<file path="src/rtl/mac_lane_driver.sv">
// mac_lane_driver: transmit side of the PE weight/ifmap load protocol for one
// lane of the MAC systolic array.
//   - Weights: takes DEPTH beats from an upstream valid/ready source and shifts
//     them down one array column (w_prefetch_out, w_enable_out, w_data_out).
//   - Ifmaps: streams len_i words into one array row through a SKEW-stage delay
//     line (ifmap_start_out, ifmap_enable_out, ifmap_data_out, mac_valid_out).
// Ports:
//   clk, rstn                      clock, synchronous active-low reset
//   start_i, len_i                 job launch and ifmap beat count (IDLE only)
//   busy_o, done_o                 job in progress, one-cycle end-of-job pulse
//   w_data_i/w_valid_i/w_ready_o   upstream weight handshake
//   if_data_i/if_valid_i/if_ready_o upstream ifmap handshake
//   w_*_out, ifmap_*_out, mac_*_out array-edge outputs (registered)
module mac_lane_driver #(
    parameter int unsigned IFMAP_BITWIDTH = 16,
    parameter int unsigned W_BITWIDTH     = 8,
    parameter int unsigned OFMAP_BITWIDTH = 32,
    parameter int unsigned DEPTH          = 8,
    parameter int unsigned SKEW           = 0,
    parameter int unsigned LEN_W          = 16
) (
    input  logic                      clk,
    input  logic                      rstn,
    input  logic                      start_i,
    input  logic [LEN_W-1:0]          len_i,
    output logic                      busy_o,
    output logic                      done_o,
    input  logic [W_BITWIDTH-1:0]     w_data_i,
    input  logic                      w_valid_i,
    output logic                      w_ready_o,
    input  logic [IFMAP_BITWIDTH-1:0] if_data_i,
    input  logic                      if_valid_i,
    output logic                      if_ready_o,
    output logic                      w_prefetch_out,
    output logic                      w_enable_out,
    output logic [W_BITWIDTH-1:0]     w_data_out,
    output logic                      ifmap_start_out,
    output logic                      ifmap_enable_out,
    output logic [IFMAP_BITWIDTH-1:0] ifmap_data_out,
    output logic                      mac_valid_out,
    output logic [OFMAP_BITWIDTH-1:0] mac_data_out
);

    localparam int unsigned WC_W    = $clog2(DEPTH + 1);
    localparam int unsigned DRAIN_N = SKEW + DEPTH;
    localparam int unsigned DC_W    = $clog2(DRAIN_N + 1);
    localparam int unsigned SL_W    = IFMAP_BITWIDTH + 2;

    typedef enum logic [2:0] {
        S_IDLE,
        S_W_PRE,
        S_W_LOAD,
        S_I_START,
        S_I_STREAM,
        S_DRAIN
    } state_t;

    state_t               r_state;
    logic [LEN_W-1:0]     r_len;
    logic [WC_W-1:0]      r_w_cnt;
    logic [LEN_W-1:0]     r_if_cnt;
    logic [DC_W-1:0]      r_dr_cnt;
    logic                 r_done;
    logic                 r_w_prefetch;
    logic                 r_w_enable;
    logic [W_BITWIDTH-1:0] r_w_data;
    logic                 r_if_start;
    logic                 r_if_enable;
    logic [IFMAP_BITWIDTH-1:0] r_if_data;

    logic                 w_w_fire;
    logic                 w_if_fire;
    logic [SL_W-1:0]      w_sl_in;
    logic [SL_W-1:0]      w_sl_tap;

    // Upstream readies depend on state only.
    assign w_ready_o  = (r_state == S_W_LOAD);
    assign if_ready_o = (r_state == S_I_STREAM);
    assign busy_o     = (r_state != S_IDLE);
    assign w_w_fire   = w_valid_i && w_ready_o;
    assign w_if_fire  = if_valid_i && if_ready_o;

    // Job sequencer and weight-side outputs.
    always_ff @(posedge clk) begin
        if (!rstn) begin
            r_state      <= S_IDLE;
            r_len        <= '0;
            r_w_cnt      <= '0;
            r_if_cnt     <= '0;
            r_dr_cnt     <= '0;
            r_done       <= 1'b0;
            r_w_prefetch <= 1'b0;
            r_w_enable   <= 1'b0;
            r_w_data     <= '0;
        end else begin
            r_done       <= 1'b0;
            r_w_prefetch <= 1'b0;
            r_w_enable   <= 1'b0;
            case (r_state)
                S_IDLE: begin
                    if (start_i) begin
                        r_len    <= len_i;
                        r_w_cnt  <= '0;
                        r_if_cnt <= '0;
                        r_dr_cnt <= '0;
                        r_state  <= S_W_PRE;
                    end
                end
                S_W_PRE: begin
                    r_w_prefetch <= 1'b1;
                    r_state      <= S_W_LOAD;
                end
                S_W_LOAD: begin
                    if (w_w_fire) begin
                        r_w_enable <= 1'b1;
                        r_w_data   <= w_data_i;
                        if (r_w_cnt == WC_W'(DEPTH - 1)) begin
                            r_state <= S_I_START;
                        end else begin
                            r_w_cnt <= r_w_cnt + WC_W'(1);
                        end
                    end
                end
                S_I_START: begin
                    r_state <= (r_len == '0) ? S_DRAIN : S_I_STREAM;
                end
                S_I_STREAM: begin
                    if (w_if_fire) begin
                        if ((r_if_cnt + LEN_W'(1)) == r_len) begin
                            r_state <= S_DRAIN;
                        end
                        if (r_if_cnt != '1) begin
                            r_if_cnt <= r_if_cnt + LEN_W'(1);
                        end
                    end
                end
                S_DRAIN: begin
                    // Flush the skew line and the column; done lands in the
                    // first IDLE cycle.
                    if (r_dr_cnt == DC_W'(DRAIN_N - 1)) begin
                        r_done  <= 1'b1;
                        r_state <= S_IDLE;
                    end else begin
                        r_dr_cnt <= r_dr_cnt + DC_W'(1);
                    end
                end
                default: r_state <= S_IDLE;
            endcase
        end
    end

    // Skew line input: {start, valid, data}.
    always_comb begin
        w_sl_in = '0;
        if (r_state == S_I_START) begin
            w_sl_in[SL_W-1] = 1'b1;
        end
        if (w_if_fire) begin
            w_sl_in = {1'b0, 1'b1, if_data_i};
        end
    end

    // SKEW delay stages ahead of the output register.
    generate
        if (SKEW == 0) begin : g_noskew
            assign w_sl_tap = w_sl_in;
        end else begin : g_skew
            logic [SL_W-1:0] r_sl [SKEW];
            always_ff @(posedge clk) begin
                if (!rstn) begin
                    for (int unsigned i = 0; i < SKEW; i++) begin
                        r_sl[i] <= '0;
                    end
                end else begin
                    r_sl[0] <= w_sl_in;
                    for (int unsigned i = 1; i < SKEW; i++) begin
                        r_sl[i] <= r_sl[i-1];
                    end
                end
            end
            assign w_sl_tap = r_sl[SKEW-1];
        end
    endgenerate

    // Row-side output register; data holds across invalid cycles.
    always_ff @(posedge clk) begin
        if (!rstn) begin
            r_if_start  <= 1'b0;
            r_if_enable <= 1'b0;
            r_if_data   <= '0;
        end else begin
            r_if_start  <= w_sl_tap[SL_W-1];
            r_if_enable <= w_sl_tap[SL_W-2];
            if (w_sl_tap[SL_W-2]) begin
                r_if_data <= w_sl_tap[IFMAP_BITWIDTH-1:0];
            end
        end
    end

    assign done_o           = r_done;
    assign w_prefetch_out   = r_w_prefetch;
    assign w_enable_out     = r_w_enable;
    assign w_data_out       = r_w_data;
    assign ifmap_start_out  = r_if_start;
    assign ifmap_enable_out = r_if_enable;
    assign ifmap_data_out   = r_if_data;
    assign mac_valid_out    = r_if_enable;
    assign mac_data_out     = '0;

endmodule

</file>
<file path="config.mk">
export PLATFORM = sky130hd
export DESIGN_NAME = mac_lane_driver
export DESIGN_NICKNAME = d
export VERILOG_FILES = /design/src/rtl/mac_lane_driver.sv
export SDC_FILE = /design/constraint.sdc
export NUM_CORES = 1
export LEC_CHECK = 0
export ABC_AREA = 0
export BUFFER_PORTS_ARGS = -buffer_cell sky130_fd_sc_hd__buf_2
export CAP_MARGIN = 30
export CORE_MARGIN = 2
export CORE_UTILIZATION = 35
export CTS_CLUSTER_DIAMETER = 50
export DETAILED_ROUTE_END_ITERATION = 7
export SYNTH_ARGS = -nofsm -noshare
export SYNTH_HDL_FRONTEND = slang
export SYNTH_SLANG_ARGS = --single-unit
</file>
<file path="constraint.sdc">
create_clock -name clk -period 2.55 [get_ports clk]
set_input_delay 0.51 -clock clk [delete_from_list [all_inputs] [get_ports clk]]
set_output_delay 0.51 -clock clk [all_outputs]
set_load 0.01 [all_outputs]
</file>
==> metrics.md <==
| Metric | Value |
|---|---|
| Cells on worst reg2reg path | `7` |
| Required time of the critical path | `2.83 ns` |
| Die H | `108 um` |
| Inserted Diodes | `0` |
| Worst setup margin | `0.427 ns` |
| Remaining global-route overflow | `0` |
| Fin crit share | `0.833` |
| Power share of the combinational group | `0.277` |
| Worst Hold Depth | `3` |
| Maximum clock frequency | `471 MHz` |
| Leakage | `1.77 nW` |
| Iter 0 DRT Violations | `161` |
| HP Class | `primary input to flip-flop` |
| Min-Delay Endpoint | `w_data_out[6]` |
| Number of library cell types mapped by synthesis | `55` |
| Syn Inst Count | `468` |
| Die W | `108 um` |
| Top cells by count, synth | `nand2_1, dfxtp_1, a21boi_0, buf_4, xnor2_1` |
| Root Driver | `clkbuf_8` |
| CP startpoint kind | `flip-flop` |
| Clk_lat worst skew | `0.37 ns` |
| Max-cap viol count | `0` |
| Final core occ | `0.405` |
| Clock Tree Buf Depth | `2` |
| Initial antenna violation count | `0` |
| First-pass GRT wire length | `14.7 mm` |
| Die area | `11800 um^2` |
| Vias/cell | `4.82` |
| Minimum clock period | `2.12 ns` |
| R2r setup slk | `0.43 ns` |
| Number of global-route vias before repair | `3007` |
| Number of port buffers | `77` |
| Crit Path Max Fanout | `8` |
| Slowest stage delay, CP | `0.42 ns` |
| Layout Cell Area excl Fill | `4350 um^2` |
| Pwr Density | `727 nW/um^2` |
| Post-DP Area | `4150 um^2` |
| Outcome | `completed` |
| Min-delay src | `w_data_i[6]` |
| Worst path bufs/invs | `0` |
| Yosys top cell by area | `dfxtp_1` |
| Final clock skew | `0.00944 ns` |
| Routability-driven placement congestion ratio | `0.912` |
| DP HPWL | `6.53 mm` |
| Row count | `38` |
| Clk network pwr share | `0.287` |
| Number of remaining DRC errors | `0` |
| Seq pwr share | `0.436` |
| Clk pin slew, worst setup/hold paths | `0.08 ns` |
| WP data arrival | `2.40 ns` |
| Top-area cell type share of the netlist area | `0.378` |
| Vias | `3266` |
| Count leader, synth | `nand2_1` |
| Mapped cell area | `3820 um^2` |
| Nets@finish | `581` |
| Setup Viol. Count Final | `0` |
| VDD IR max | `0.342 mV` |
| Sequential-to-total area share from yosys stat | `0.378` |
| P_int | `0.00206 W` |
| Final wirelength | `9.01 mm` |
| Fin Setup TNS | `0 ns` |
| Worst slew pin tran | `0.624 ns` |
| Reg-to-Reg End | `r_state[0]` |
| Syn Area/Cell | `8.15 um^2` |
| Crit path kind | `flip-flop to flip-flop` |
| RR Startpoint | `r_if_cnt[0]` |
| Layout area overhead | `14.1%` |
| Worst hold slack | `0.384 ns` |
| Top cells by area, synth | `dfxtp_1, nand2_1, a21boi_0` |
| Initial DRT Pass Iterations | `4` |
| Delay-heaviest family, CP | `simple AND/OR/NAND/NOR gates` |
| Hold buffer count at CTS | `0` |
| Cells along the critical path | `ha_1 > and3_1 > and2_4 > nand4_1 > xnor2_1 > nand4_1 > o31ai_1` |
| RSZ-0062 raised after global routing | `no` |
| IO Pins | `110` |
| H-tree depth | `3` |
| Core ar. | `10700 um^2` |
| Syn. warnings | `0` |
| Clk sink count | `72` |
| EDFF count, synth | `0` |
| P_sw | `0.00111 W` |
| Ys flop type | `dfxtp_1` |
| Share of post-route cells with drive strength above 1 | `0.208` |
| Worst slew margin | `0.584` |
| All-layer global routing usage | `0.159` |
| CTS tree | `yes` |
| Initial Util | `0.355` |
| Setup WS pre-CTS | `0.489 ns` |
| Post-CTS Setup Bufs | `0` |
| Async SR Flop Fraction | `0` |
| Wirelength per Cell | `13.3 um` |
| Most frequent CP cell | `nand4_1` |
| Crit path capture type | `flip-flop` |
| Crit-path slowest cell | `dfxtp_1` |
| Pin count of the biggest net entering global routing | `65` |
| CTS Buf Count | `9` |
| Final hold vios | `0` |
| Slew Viols, Final | `0` |
| Resize count post-CTS | `0` |
| Yosys reg bits | `72` |
| Post-route ant nets | `0` |
| Sw frac | `0.349` |
-- metal layers --
layer  GRT usage  vias up  wire, um
li1            -     1632         -
met1       0.209     1510      4060
met2       0.247      107      4110
met3      0.0440       17       625
met4      0.0641        0       216
met5           0        -         0
-- state kept, by name (all words and copies together), names as in the netlist --
register          cells
w_enable_out          1
ifmap_data_out       16
r_w_cnt               4
w_data_out            8
done_o                1
r_len                16
r_if_cnt             16
w_prefetch_out        1
r_state               3
r_dr_cnt              4
ifmap_enable_out      1
ifmap_start_out       1
-- tightest hold or removal path, stage by stage --
cell and delay, ns:
buf_2 0.10, nand2_1 0.04, a21boi_0 0.06
-- worst max-delay path by stage --
stage | start | endpoint | depth (start not counted)
5_1_grt | r_if_cnt[0] | r_state[0] | 7
3_3_place_gp | r_if_cnt[0] | r_if_cnt[9] | 7
6_report | r_if_cnt[0] | r_state[0] | 7
4_1_cts | r_state[2] | if_ready_o | 3
2_1_floorplan | r_if_cnt[0] | r_if_cnt[9] | 8
3_5_place_dp | r_if_cnt[0] | r_state[0] | 7
-- per-stage QoR --
stage	total power, W	instances
after floorplan	0.00206	499
after global placement	0.00227	662
after detailed placement	0.00228	662
after CTS	0.00319	678
after global routing	0.00335	678
final	0.00317	678
-- power groups by stage --
stage               Clock (W)  Sequential (W)  Combinational (W)
finish               0.000908         0.00138           0.000877
global route         0.000979         0.00139           0.000982
CTS                  0.000932         0.00138           0.000881
detailed placement          0         0.00140           0.000876
global placement            0         0.00140           0.000867
floorplan                   0         0.00136           0.000700
-- cells in the final DEF (no fill, tap or decap), types with 3 or more instances in the layout --
| cell | instances |
|---|---|
| a21boi_1 | 7 |
| a21boi_0 | 41 |
| nand2_1 | 108 |
| clkbuf_8 | 13 |
| buf_4 | 5 |
| buf_2 | 77 |
| nor3_1 | 7 |
| a21o_1 | 4 |
| ha_1 | 3 |
| dfxtp_1 | 72 |
| nor4_1 | 3 |
| nor2b_1 | 5 |
| xor2_1 | 9 |
| nand3b_1 | 4 |
| nand4_1 | 7 |
| conb_1 | 32 |
| nor2_1 | 19 |
| or3_1 | 3 |
| o21ai_0 | 16 |
| xnor2_1 | 22 |
| and2_1 | 11 |
| nand3_1 | 10 |
| inv_1 | 5 |
| and3_1 | 8 |
| a21oi_1 | 8 |
-- kinds of logic (layout without fill, tap and decap cells) --
group / count (synthesis) / count (layout) / synth area share
xor gates and xnor gates: 31 / 31 / 0.0711
buffers and inverters: 65 / 104 / 0.105
and+or+nand+nor: 201 / 201 / 0.253
adders and majority gates: 3 / 3 / 0.00984
other: 1 / 32 / 0.000983
AOI/OAI and AO/OA: 92 / 92 / 0.173
DFF: 72 / 72 / 0.378
muxes: 3 / 3 / 0.00852
-- layout make-up --
type                    instances  area (um^2)
clock buffers                  13          179
inverters                       6         22.5
multi-input cells             362         2090
clock inverters                 3         23.8
repair buffers                 82          423
fillers                      1128         6390
well taps                     140          175
flip-flops and latches         72         1440
Note: power is estimated with default switching activity, not from simulation.
